<file path="src/rtl/alu_sequencer_if.sv">
// Bundle of request, ALU-drive and response signals shared by the sequencer and its environment.
// The slave modport is the sequencer; the master modport is the requesters, ALU and consumer.
interface alu_sequencer_if;
    logic [1:0]  req_valid;
    logic [1:0]  req_ready;
    logic [15:0] req_a0;
    logic [15:0] req_b0;
    logic [15:0] req_a1;
    logic [15:0] req_b1;
    logic [2:0]  req_op0;
    logic [2:0]  req_op1;
    logic        req_mode0;
    logic        req_mode1;

    logic [15:0] alu_a;
    logic [15:0] alu_b;
    logic [2:0]  alu_opcode;
    logic        alu_mode;
    logic [31:0] alu_out;
    logic        alu_za;
    logic        alu_zb;
    logic        alu_eq;
    logic        alu_gt;
    logic        alu_lt;

    logic        rsp_valid;
    logic        rsp_ready;
    logic        rsp_id;
    logic [31:0] rsp_data;
    logic [4:0]  rsp_flags;
    logic        busy;

    modport master (
        output req_valid, req_a0, req_b0, req_a1, req_b1, req_op0, req_op1,
               req_mode0, req_mode1, alu_out, alu_za, alu_zb, alu_eq, alu_gt,
               alu_lt, rsp_ready,
        input  req_ready, alu_a, alu_b, alu_opcode, alu_mode, rsp_valid,
               rsp_id, rsp_data, rsp_flags, busy
    );

    modport slave (
        input  req_valid, req_a0, req_b0, req_a1, req_b1, req_op0, req_op1,
               req_mode0, req_mode1, alu_out, alu_za, alu_zb, alu_eq, alu_gt,
               alu_lt, rsp_ready,
        output req_ready, alu_a, alu_b, alu_opcode, alu_mode, rsp_valid,
               rsp_id, rsp_data, rsp_flags, busy
    );
endinterface

</file>
<file path="src/rtl/alu_sequencer.sv">
// Round-robin sequencer sharing one 16-bit ALU between two requesters: accept, settle, capture,
// then hold the response until the consumer takes it.
module alu_sequencer #(
    parameter int SETTLE_CYCLES = 2
) (
    input  logic            clk,
    input  logic            rst_n,
    alu_sequencer_if.slave  bus
);

    localparam logic [1:0] IDLE   = 2'd0;
    localparam logic [1:0] SETTLE = 2'd1;
    localparam logic [1:0] RESP   = 2'd2;

    localparam logic [3:0] CNT_INIT = 4'(SETTLE_CYCLES - 1);

    logic [1:0]  state;
    logic [3:0]  cnt;
    logic        last_id;
    logic [1:0]  grant;
    logic        gid;

    logic [15:0] alu_a_q;
    logic [15:0] alu_b_q;
    logic [2:0]  alu_op_q;
    logic        alu_mode_q;
    logic        rsp_valid_q;
    logic        rsp_id_q;
    logic [31:0] rsp_data_q;
    logic [4:0]  rsp_flags_q;

    // On a tie the requester that was not served last wins.
    always_comb begin
        grant = 2'b00;
        if (rst_n && state == IDLE) begin
            case (bus.req_valid)
                2'b01:   grant = 2'b01;
                2'b10:   grant = 2'b10;
                2'b11:   grant = last_id ? 2'b01 : 2'b10;
                default: grant = 2'b00;
            endcase
        end
    end

    assign gid = grant[1];

    always_ff @(posedge clk) begin
        if (!rst_n) begin
            state       <= IDLE;
            cnt         <= 4'd0;
            last_id     <= 1'b1;
            alu_a_q     <= 16'd0;
            alu_b_q     <= 16'd0;
            alu_op_q    <= 3'd0;
            alu_mode_q  <= 1'b0;
            rsp_valid_q <= 1'b0;
            rsp_id_q    <= 1'b0;
            rsp_data_q  <= 32'd0;
            rsp_flags_q <= 5'd0;
        end else begin
            case (state)
                IDLE: begin
                    if (grant != 2'b00) begin
                        alu_a_q    <= gid ? bus.req_a1    : bus.req_a0;
                        alu_b_q    <= gid ? bus.req_b1    : bus.req_b0;
                        alu_op_q   <= gid ? bus.req_op1   : bus.req_op0;
                        alu_mode_q <= gid ? bus.req_mode1 : bus.req_mode0;
                        rsp_id_q   <= gid;
                        last_id    <= gid;
                        cnt        <= CNT_INIT;
                        state      <= SETTLE;
                    end
                end
                SETTLE: begin
                    if (cnt != 4'd0) begin
                        cnt <= cnt - 4'd1;
                    end else begin
                        rsp_data_q  <= bus.alu_out;
                        rsp_flags_q <= {bus.alu_za, bus.alu_zb, bus.alu_eq,
                                        bus.alu_gt, bus.alu_lt};
                        rsp_valid_q <= 1'b1;
                        state       <= RESP;
                    end
                end
                RESP: begin
                    if (bus.rsp_ready) begin
                        rsp_valid_q <= 1'b0;
                        state       <= IDLE;
                    end
                end
                default: state <= IDLE;
            endcase
        end
    end

    assign bus.req_ready  = grant;
    assign bus.alu_a      = alu_a_q;
    assign bus.alu_b      = alu_b_q;
    assign bus.alu_opcode = alu_op_q;
    assign bus.alu_mode   = alu_mode_q;
    assign bus.rsp_valid  = rsp_valid_q;
    assign bus.rsp_id     = rsp_id_q;
    assign bus.rsp_data   = rsp_data_q;
    assign bus.rsp_flags  = rsp_flags_q;
    assign bus.busy       = (state != IDLE);

endmodule

</file>
<file path="src/flat_wrapper.sv">
// flat-port wrapper written by rule: the top's interface ports become plain ports
module alu_sequencer_flat 
#(
    parameter int SETTLE_CYCLES = 2
)
  (clk, rst_n, bus_req_valid, bus_req_a0, bus_req_b0, bus_req_a1, bus_req_b1, bus_req_op0, bus_req_op1, bus_req_mode0, bus_req_mode1, bus_alu_out, bus_alu_za, bus_alu_zb, bus_alu_eq, bus_alu_gt, bus_alu_lt, bus_rsp_ready, bus_req_ready, bus_alu_a, bus_alu_b, bus_alu_opcode, bus_alu_mode, bus_rsp_valid, bus_rsp_id, bus_rsp_data, bus_rsp_flags, bus_busy);
  alu_sequencer_if bus_i ();
  input  logic clk;
  input  logic rst_n;
  input wire logic [$bits(bus_i.req_valid)-1:0] bus_req_valid;
  input wire logic [$bits(bus_i.req_a0)-1:0] bus_req_a0;
  input wire logic [$bits(bus_i.req_b0)-1:0] bus_req_b0;
  input wire logic [$bits(bus_i.req_a1)-1:0] bus_req_a1;
  input wire logic [$bits(bus_i.req_b1)-1:0] bus_req_b1;
  input wire logic [$bits(bus_i.req_op0)-1:0] bus_req_op0;
  input wire logic [$bits(bus_i.req_op1)-1:0] bus_req_op1;
  input wire logic [$bits(bus_i.req_mode0)-1:0] bus_req_mode0;
  input wire logic [$bits(bus_i.req_mode1)-1:0] bus_req_mode1;
  input wire logic [$bits(bus_i.alu_out)-1:0] bus_alu_out;
  input wire logic [$bits(bus_i.alu_za)-1:0] bus_alu_za;
  input wire logic [$bits(bus_i.alu_zb)-1:0] bus_alu_zb;
  input wire logic [$bits(bus_i.alu_eq)-1:0] bus_alu_eq;
  input wire logic [$bits(bus_i.alu_gt)-1:0] bus_alu_gt;
  input wire logic [$bits(bus_i.alu_lt)-1:0] bus_alu_lt;
  input wire logic [$bits(bus_i.rsp_ready)-1:0] bus_rsp_ready;
  output wire logic [$bits(bus_i.req_ready)-1:0] bus_req_ready;
  output wire logic [$bits(bus_i.alu_a)-1:0] bus_alu_a;
  output wire logic [$bits(bus_i.alu_b)-1:0] bus_alu_b;
  output wire logic [$bits(bus_i.alu_opcode)-1:0] bus_alu_opcode;
  output wire logic [$bits(bus_i.alu_mode)-1:0] bus_alu_mode;
  output wire logic [$bits(bus_i.rsp_valid)-1:0] bus_rsp_valid;
  output wire logic [$bits(bus_i.rsp_id)-1:0] bus_rsp_id;
  output wire logic [$bits(bus_i.rsp_data)-1:0] bus_rsp_data;
  output wire logic [$bits(bus_i.rsp_flags)-1:0] bus_rsp_flags;
  output wire logic [$bits(bus_i.busy)-1:0] bus_busy;
  assign bus_i.req_valid = bus_req_valid;
  assign bus_i.req_a0 = bus_req_a0;
  assign bus_i.req_b0 = bus_req_b0;
  assign bus_i.req_a1 = bus_req_a1;
  assign bus_i.req_b1 = bus_req_b1;
  assign bus_i.req_op0 = bus_req_op0;
  assign bus_i.req_op1 = bus_req_op1;
  assign bus_i.req_mode0 = bus_req_mode0;
  assign bus_i.req_mode1 = bus_req_mode1;
  assign bus_i.alu_out = bus_alu_out;
  assign bus_i.alu_za = bus_alu_za;
  assign bus_i.alu_zb = bus_alu_zb;
  assign bus_i.alu_eq = bus_alu_eq;
  assign bus_i.alu_gt = bus_alu_gt;
  assign bus_i.alu_lt = bus_alu_lt;
  assign bus_i.rsp_ready = bus_rsp_ready;
  assign bus_req_ready = bus_i.req_ready;
  assign bus_alu_a = bus_i.alu_a;
  assign bus_alu_b = bus_i.alu_b;
  assign bus_alu_opcode = bus_i.alu_opcode;
  assign bus_alu_mode = bus_i.alu_mode;
  assign bus_rsp_valid = bus_i.rsp_valid;
  assign bus_rsp_id = bus_i.rsp_id;
  assign bus_rsp_data = bus_i.rsp_data;
  assign bus_rsp_flags = bus_i.rsp_flags;
  assign bus_busy = bus_i.busy;
  alu_sequencer #(.SETTLE_CYCLES(SETTLE_CYCLES)) u_core (.clk(clk), .rst_n(rst_n), .bus(bus_i));
endmodule
</file>
<file path="config.mk">
export PLATFORM = sky130hd
export DESIGN_NAME = alu_sequencer_flat
export DESIGN_NICKNAME = d
export VERILOG_FILES = /design/src/rtl/alu_sequencer_if.sv /design/src/rtl/alu_sequencer.sv /design/src/flat_wrapper.sv
export SDC_FILE = /design/constraint.sdc
export NUM_CORES = 1
export LEC_CHECK = 0
export ABC_AREA = 1
export BUFFER_PORTS_ARGS = -buffer_cell sky130_fd_sc_hd__buf_2
export CAP_MARGIN = 20
export CORE_MARGIN = 1.5
export CORE_UTILIZATION = 50
export CTS_BUF_LIST = sky130_fd_sc_hd__clkbuf_4 sky130_fd_sc_hd__clkbuf_8
export DETAILED_ROUTE_END_ITERATION = 10
export PLACE_DENSITY_LB_ADDON = 0.25
export SYNTH_ARGS = -nofsm -noshare
export SYNTH_HDL_FRONTEND = slang
export SYNTH_SLANG_ARGS = --single-unit
</file>
<file path="constraint.sdc">
create_clock -name clk -period 3 [get_ports clk]
set_input_delay 0.15 -clock clk [delete_from_list [all_inputs] [get_ports clk]]
set_output_delay 0.15 -clock clk [all_outputs]
set_load 0.01 [all_outputs]
</file>
Word level (Yosys, flattened, before mapping)
Cells that the tools add are included.
{ "word_totals": {"reg_bits": 82, "latch_bits": 0, "ramBits": 0, "romBits": 0, "inputBits": 114, "output_inout_bits": 78, "elab_cells": 51, "memories": 0} }
{ "classes": {"n_addsub": 1, "mul": 0, "div": 0, "magnitude_cmp": 0, "n_eq_ne": 9, "shift": 0, "muxes": 17, "n_bitwise": 1, "n_reduce_logical": 12} }
{ "op_table": {"columns": ["op", "n"], "rows": [
  ["two-way mux 16 bit", 2],
  ["one-hot mux 2 bit (3 select lines)", 2],
  ["two-way mux 2 bit", 5],
  ["AND reduction 3 bit", 3],
  ["two-way mux 4 bit", 2],
  ["one-hot mux 4 bit (2 select lines)", 1],
  ["nonzero test 2 bit", 4],
  ["== test 2 bit (second input constant)", 3],
  ["inequality test 2 bit (second input constant)", 3],
  ["== test 2 x 1 -> 1 bit (second input constant)", 2],
  ["AND reduction 2 bit", 2],
  ["nonzero test 4 bit", 1],
  ["subtractor 4 x 1 -> 4 bit (second input constant)", 1],
  ["two-way mux 1 bit", 3],
  ["two-way mux 3 bit", 1],
  ["zero test 2 bit", 1],
  ["inequality test 2 x 1 -> 1 bit (second input constant)", 1],
  ["one-hot mux 1 bit (2 select lines)", 1],
  ["logical AND 1 bit", 1],
  ["inverter 1 bit", 1]
]} }

Longest topological paths before layout
Gate-level depths: netlist of the first run.
{ "depth": {"depth_word": 6, "ltp_mapped": 9, "depth_no_buf": 8} }

Worst setup path after synthesis of the first run
Ideal clock, no wire load.
{ "synth_timing": {"path_kind": "register to register", "from": "reg u_core.cnt[0]", "to": "reg u_core.rsp_data_q[22] (netlist: u_core.bus.rsp_data[22])", "setup_ns": 0.116, "arrival_ns": 1.204, "required_time_ns": 2.884, "slack_ns": 1.681, "path_stages_with_launch": 10, "n_path_buf": 2, "period_less_slack_ns": 1.319, "cell_sequence": "dfxtp_1 inv_1 ha_1 nand2_1 nor2_1 inv_1 buf_2 buf_6 nor2_1 nor2_1"} }
{ "synth_via": {"elab_chain_len": 3} }
{ "synth_rtl": {"columns": ["element", "line", "source"], "rows": [
  ["from (decl)", "alu_sequencer.sv:18", "logic [3:0] cnt;"],
  ["from (signal assigned)", "alu_sequencer.sv:76", "cnt <= cnt - 4'd1;"],
  ["nonzero test 4 bit", "alu_sequencer.sv:75", "if (cnt != 4'd0) begin"],
  ["inverter 1 bit (no source line)", null, null],
  ["AND reduction 2 bit (no source line)", null, null],
  ["to (signal assigned)", "alu_sequencer.sv:78", "rsp_data_q <= bus.alu_out;"],
  ["to (decl)", "alu_sequencer.sv:29", "logic [31:0] rsp_data_q;"]
]} }
No other way between the ends.
A chain may end at the register's enable or synchronous reset.

Worst setup path after layout of the first run
{ "layout_timing": {"from": "reg u_core.last_id", "to": "reg u_core.alu_a_q[4] (netlist: u_core.bus.alu_a[4])"} }
{ "layout_via": {"elab_chain_len": 5, "elab_cells_between_ends": 6, "classes_between": "mux: 4; reduce/logical: 2"} }
{ "layout_rtl": {"columns": ["element", "line", "source"], "rows": [
  ["from (decl)", "alu_sequencer.sv:19", "logic last_id;"],
  ["from (signal assigned)", "alu_sequencer.sv:69", "last_id <= gid;"],
  ["two-way mux 2 bit (*)", "alu_sequencer.sv:39", "2'b11: grant = last_id ? 2'b01 : 2'b10;"],
  ["one-hot mux 2 bit (3 select lines) (*)", "alu_sequencer.sv:36", "case (bus.req_valid)"],
  ["two-way mux 2 bit (*)", "alu_sequencer.sv:35", "if (rst_n && state == IDLE) begin"],
  ["nonzero test 2 bit", "alu_sequencer.sv:63", "if (grant != 2'b00) begin"],
  ["AND reduction 2 bit (no source line)", null, null],
  ["to (signal assigned)", "alu_sequencer.sv:64", "alu_a_q <= gid ? bus.req_a1 : bus.req_a0;"],
  ["to (decl)", "alu_sequencer.sv:23", "logic [15:0] alu_a_q;"]
]} }
Every way passes the cells marked *; elsewhere a longest branch is shown, timed or not.

==> metrics.txt, run 1 <==
leading area contributor after synthesis=dfxtp_1; Rows=31; post-layout instance area=a little under 5000 µm²; H-tree level count=3; Non-Filler Instances=between 700 and 800; TritonCTS Buffers=9; largest family of logic cells by synthesized area=simple AND/OR/NAND/NOR gates; Sw Pwr=0.8341 mW; sw frac=0.3096; Slew Limit Headroom=0.3160; Simple-Gate Fraction of Synth Area=0.2561; Seq/Total Area, Yosys=0.4432; residual DRC count=0; DRT Pass-1 Iters=5; Clk pwr share=0.298; clk_skew=between 10 and 15 ps; wire length per cell after detailed routing=approximately 13 µm; initial DRC count=169; initial antenna violation count=0; HPWL after DPL=around 6900 µm; type of the worst setup path=reg2reg; CP Data Required Time=around 3300 ps; dpl ws=between 1000 and 1500 ps; Syn Std Cell Area=3704 µm²; die width=89.07 µm; Hold Path Class=in2reg; Global Route Usage Sum=0.2480; Via density=roughly 5; via count=roughly 4k; clock edge transition at the registers on the reported setup and hold paths=90 ps; Synth Area in Compound Gates=0.1865; CTS Root Cell=clkbuf_8; Core Util, Final=0.6757; Power Dens Cells=between 500 and 600 nW/µm²; syn nets=approximately 630; cells after synthesis=roughly 500; CP max FO=36; Seq pwr share=0.464; Worst-Margin Slew=around 1000 ps; Setup Viol. Count Final=0; Final Max Slew Viols=0; routability cong.=roughly 0.75; mux contribution to synthesized area=0; Initial Util=0.5134; Ports=roughly 190; layout cells sized above 1=0.3256; crit path launch type=register; CTS tree=yes; post-synthesis adder-cell area fraction=0.006757; post-CTS setup buffer count=0; final hold vios=0; Synth Area in XOR/XNOR=0.002365; status=finished, final reports clean; setup TNS=0 ps; Longest Clk Path Bufs=2; top cells by area, synth=dfxtp_1 44%, nand3_1 10%, nor2_1 9.0%; Placeable Area=between 7000 and 8000 µm²; Setup WS post-layout=1046 ps; Yosys Warn Count=0; port bufs=about 190; Avg Cell Area, Syn=around 7.2 µm²; Tmin final=approximately 2000 ps; RSZ-0062 raised after global routing=false; remaining global-route overflow=0; maximum VDD drop=slightly below 0.4 mV; Tcrit/Tclk final=0.6512; synth-to-layout area growth=31.62%; Ant. Diodes=0; Final #Nets=roughly 800; vias in the first global route=3773; # resized after CTS=0; FF+latch count, synth=about 80; ANT nets after route=0; pin count of the biggest net entering global routing=between 40 and 50; CP endpoint kind=register; die footprint=slightly below 8000 µm²; hold_buf cts=0; unique cell type count in the Yosys netlist=28; f_max=511.8 MHz; Synth top area share=0.4432; placed cells=just under 800; Worst Path Arrival=between 2000 and 2500 ps; final wirelength=around 10000 µm; Comb pwr share=0.238; clk_lat worst skew=approximately 350 ps; first-pass GRT wire length=roughly 16000 µm; placed inst area=around 4700 µm²; Internal Power=between 1.5 and 2 mW; clk sinks=between 80 and 90; Pleak=~2.5 nW; Die H=approximately 90 µm; Max-Cap Viols=0
==> layout by cell type, fill, tap and decap left out <==
| master | instances |
|---|---|
| a211oi_1 | 1 |
| a21oi_1 | 39 |
| a21oi_4 | 1 |
| buf_2 | 191 |
| buf_4 | 9 |
| bufinv_16 | 1 |
| clkbuf_8 | 10 |
| clkinv_1 | 1 |
| clkinv_2 | 2 |
| clkinv_4 | 3 |
| dfxtp_1 | 82 |
| ha_1 | 2 |
| inv_1 | 50 |
| inv_2 | 2 |
| nand2_1 | 49 |
| nand2_4 | 1 |
| nand3_1 | 77 |
| nand3_2 | 1 |
| nand4_1 | 1 |
| nor2_1 | 88 |
| nor2_2 | 2 |
| nor2_4 | 1 |
| o211ai_1 | 1 |
| o21ai_0 | 33 |
| o21ai_1 | 4 |
| o21ai_2 | 1 |
| o21bai_1 | 36 |
| o31ai_1 | 1 |
| xnor2_1 | 1 |
==> final cells by class <==
cell class	count	area, µm²
clock buffer	10	137.6
clock inverter	6	66.31
fill	656	2340
inverter	53	198.9
multi-input combinational	340	1683
sequential	82	1642
tap	99	123.9
timing repair buffer	200	1023
==> stage by stage <==
stage	hold WS [ps]	total power [mW]
floorplan	284.9	1.672
global placement	370.3	1.897
detailed placement	378.8	1.916
CTS	4.862	2.722
global route	14.79	2.853
finish	17.19	2.694
==> power groups by stage <==
stage	Clock (mW)	Sequential, mW	Combinational [mW]
after floorplan	0	1.32	0.354
after global placement	0	1.27	0.627
after detailed placement	0	1.27	0.643
after CTS	0.826	1.25	0.645
after global routing	0.870	1.26	0.719
final	0.803	1.25	0.640
==> synth_stat cells <==
cell	instances
a211oi_1	1
ha_1	2
nand2_4	1
inv_2	2
nor2_2	1
o21ai_1	4
clkbuf_1	14
dfxtp_1	82
buf_2	14
o21ai_0	33
nand3_1	77
xnor2_1	1
nor2_1	89
clkinv_1	1
buf_1	4
o21bai_1	36
nand4_1	1
a21oi_1	39
buf_4	4
o31ai_1	1
nand3_2	1
inv_1	50
nor2_4	1
buf_6	2
o211ai_1	1
o21ai_2	1
a21oi_2	1
nand2_1	49
==> layer usage <==
metal / GRT usage / part of all wire / vias up
li1: - / - / 2004
met4: 0.09790 / 0.012 / 0
met5: 0 / 0 / -
met1: 0.2734 / 0.41 / 1821
met3: 0.06279 / 0.083 / 10
met2: 0.4559 / 0.49 / 168
==> flip-flops by register name, indices dropped and copies added, names as in the netlist <==
register and count:
u_core.bus.rsp_id 1, u_core.cnt 4, u_core.bus.alu_a 16, u_core.bus.alu_opcode 3, u_core.bus.rsp_flags 5, u_core.last_id 1, u_core.bus.rsp_valid 1, u_core.bus.rsp_data 32
u_core.state 2, u_core.bus.alu_b 16, u_core.bus.alu_mode 1
==> final timing paths <==
kind / startpoint / endpoint / slack [ps] / cells past startpoint
worst min-delay path: bus_alu_out[28] / u_core.bus.rsp_data[28]$_SDFFE_PN0P_ / 20 / 3
worst max-delay path: u_core.last_id$_SDFFE_PN1P_ / u_core.bus.alu_a[4]$_SDFFE_PN0P_ / 1050 / 6
worst max register to register: u_core.last_id$_SDFFE_PN1P_ / u_core.bus.alu_a[4]$_SDFFE_PN0P_ / 1050 / 6
worst min register to register: u_core.bus.alu_opcode[0]$_SDFFE_PN0P_ / u_core.bus.alu_opcode[0]$_SDFFE_PN0P_ / 470 / 2
==> cell families (layout without fill, tap and decap cells) <==
| kind of cell | Yosys count | count (layout) |
|---|---|---|
| simple gates | 220 | 220 |
| fa+ha+maj | 2 | 2 |
| flops | 82 | 82 |
| xor+xnor | 1 | 1 |
| buf+inv | 91 | 269 |
| compound gates | 117 | 117 |
==> worst max-delay path, cell delays in order, from the launching register on <==
cell,delay (ps)
dfxtp_1,330
nand2_1,50
nand2_1,80
clkinv_1,790
nand3_1,380
nand3_1,110
a21oi_1,140
Power figures use the tool's default switching activity.
==> inputs of run 2 (changes only) <==
--- a/config.mk
+++ b/config.mk
@@ -9,7 +9,7 @@
 export BUFFER_PORTS_ARGS = -buffer_cell sky130_fd_sc_hd__buf_2
 export CAP_MARGIN = 20
 export CORE_MARGIN = 1.5
-export CORE_UTILIZATION = 50
+export CORE_UTILIZATION = 47
 export CTS_BUF_LIST = sky130_fd_sc_hd__clkbuf_4 sky130_fd_sc_hd__clkbuf_8
 export DETAILED_ROUTE_END_ITERATION = 10
 export PLACE_DENSITY_LB_ADDON = 0.25
==> constraint.sdc (replaced) <==
create_clock -name clk -period 2 [get_ports clk]
set_input_delay 0.1 -clock clk [delete_from_list [all_inputs] [get_ports clk]]
set_output_delay 0.1 -clock clk [all_outputs]
set_load 0.01 [all_outputs]
==> run 2 against run 1 <==
  * Sequential cell count unchanged
  * Global-route usage is 0.45 points higher
  * Register-to-register slack worse by 600 ps
  * Core utilization is 1.1 points higher
  * Sequential share of layout area decreased by 2.6 points
  * Count of clock-buffer cells in the layout increased by 1
  * Setup slack lost 690 ps
  * Largest power group unchanged
==> metrics.txt, run 2 (same netlist as run 1, synthesis figures left out) <==
status=finished, final reports clean; Clk pwr share=0.295; Tcrit/Tclk final=0.8229; CP Data Required Time=1900 ps; reg-to-reg endpoint=u_core.bus.rsp_data[23]$_SDFFE_PN0P_; Max-Cap Viols=0; Ant. Diodes=0; sw frac=0.3067; vias in the first global route=between 3k and 4k; H-tree level count=3; Tmin final=approximately 1600 ps; setup TNS=0 ps; max reg flops=32; post-layout instance area=about 5300 µm²; Rows=32; clk_lat worst skew=340 ps; hold_sp=bus_alu_out[31]; remaining global-route overflow=0; Pleak=roughly 2.7 nW; Power Dens Cells=between 700 and 800 nW/µm²; Placeable Area=between 7000 and 8000 µm²; Seq pwr share=0.454; routability cong.=0.8111; f_max=between 600 and 700 MHz; clk_skew=between 8 and 9 ps; final hold vios=0; Longest Clk Path Bufs=2; Hold Path Class=in2reg; Setup WS post-layout=354.3 ps; initial antenna violation count=0; WL met2=5142 µm; dpl ws=around 490 ps; Crit path max-delay family=buffers and inverters; pin count of the biggest net entering global routing=between 40 and 50; Hold Slack=between 15 and 20 ps; placed inst area=around 4700 µm²; wire length per cell after detailed routing=between 10 and 15 µm; clock edge transition at the registers on the reported setup and hold paths=about 80 ps; CP Cell Sequence=inv_1, nand3_2, buf_4, a211oi_1, buf_2; TritonCTS Buffers=9; Crit path largest cell delay=between 300 and 400 ps; Setup Viol. Count Final=0; fillers=between 600 and 700; residual DRC count=0; most common cell after layout, fill and taps aside=buf_2; CP max FO=38; Initial Util=0.4818; worst reg-to-reg setup slack=450 ps; met3 wire length=slightly above 800 µm; HPWL after DPL=~6900 µm; Ports=between 150 and 200; CP max-delay cell=dfxtp_1; Top Layer Used=met4; Die H=a little over 90 µm; WP depth=5; DRT Pass-1 Iters=5; die width=around 90 µm; clk sinks=a little over 80; Sw Pwr=~1.3 mW; CTS Root Cell=clkbuf_8; commonest non-fill, non-tap cells in the layout=191 x buf_2, 88 x nor2_1, 82 x dfxtp_1, 77 x nand3_1, 50 x inv_1; Worst-Margin Slew=~880 ps; Total Power=4.140 mW; FF-to-FF path depth=8; synth-to-layout area growth=42.53%; Comb pwr share=0.251; met1 wire length=about 4500 µm; initial DRC count=between 150 and 200; maximum VDD drop=~0.5 mV; first-pass GRT wire length=17400 µm; RSZ-0062 raised after global routing=false; worst r2r src=u_core.cnt[0]$_SDFFE_PN0P_; port bufs=about 190; WP buf/inv=3; via count=between 4k and 5k; CTS tree=yes; final wirelength=10710 µm; Global Route Usage Sum=0.2525; crit path launch type=register; Slew Limit Headroom=0.4152; type of the worst setup path=reg2out; ANT nets after route=0; Final Max Slew Viols=0; layout cells sized above 1=0.3109; Final #Nets=between 800 and 900; Worst Hold End=u_core.bus.rsp_data[31]$_SDFFE_PN0P_; Internal Power=2.871 mW; die footprint=roughly 8400 µm²; CP endpoint kind=output pin; Hold Path Cell Cnt=3; Worst Path Arrival=1550 ps; Via density=about 5.0
==> run 2: cell types whose count changed in the layout (fill, tap and decap cells not counted), sizes merged <==
| cell | change |
|---|---|
| buf | +1 |
| clkinv | -2 |
| clkbuf | +1 |
| clkinvlp | +1 |
| dlygate4sd3 | +35 |
==> run 2: metal layers <==
layer,GRT usage,up-vias
met4,0.1026,0
met5,0,-
met1,0.2944,1885
met3,0.05473,21
li1,-,2079
met2,0.4478,177
==> run 2: final cells by class <==
type	instances	area, µm²	area share
Sequential cell	82	1642	0.3110
Clock inverter	5	63.81	0.01209
Clock buffer	11	145.1	0.02749
Inverter	53	198.9	0.03769
Multi-Input combinational cell	340	1683	0.3188
Timing Repair Buffer	236	1419	0.2688
Tap cell	102	127.6	0.02418
==> run 2: per-stage QoR <==
| step | instances | utilization |
|---|---|---|
| CTS | 829 | 0.6867 |
| finish | 829 | 0.6867 |
| detailed placement | 778 | 0.6139 |
| global placement | 778 | 0.6139 |
| floorplan | 513 | - |
| global route | 829 | 0.6867 |
==> run 2: worst max-delay path by stage <==
stage               slack [ps]                    startpoint                                    to
floorplan                  680    u_core.cnt[0]$_SDFFE_PN0P_  u_core.bus.rsp_data[22]$_SDFFE_PN0P_
global placement           570   u_core.last_id$_SDFFE_PN1P_      u_core.bus.alu_b[9]$_SDFFE_PN0P_
detailed placement         490    u_core.cnt[0]$_SDFFE_PN0P_  u_core.bus.rsp_data[31]$_SDFFE_PN0P_
CTS                        320  u_core.state[0]$_SDFFE_PN0P_                      bus_req_ready[0]
global route               250  u_core.state[1]$_SDFFE_PN0P_                      bus_req_ready[1]
finish                     350  u_core.state[0]$_SDFFE_PN0P_                      bus_req_ready[0]
==> run 2: what timing repair did <==
item	4_1_cts	5_1_grt
buffers inserted	0	0
hold buffers	35	0
gates resized for setup	0	0
endpoints found under the hold margin	35	0
==> run 2: power by group through the flow <==
stage / logic, mW / clock network [mW] / registers, mW
6_report: 1.04 / 1.22 / 1.88
3_5_place_dp: 0.982 / 0 / 1.91
4_1_cts: 1.04 / 1.25 / 1.88
5_1_grt: 1.16 / 1.32 / 1.90
3_3_place_gp: 0.954 / 0 / 1.91
2_1_floorplan: 0.530 / 0 / 1.98
==> run 2: worst reg2reg max path, cell delays in order, from the launching register on <==
cell and delay, ps:
dfxtp_1 340, inv_1 100, ha_1 220, nand2_1 100, nor2_2 50, inv_1 80, buf_4 370, nor2_1 90
nor2_1 150
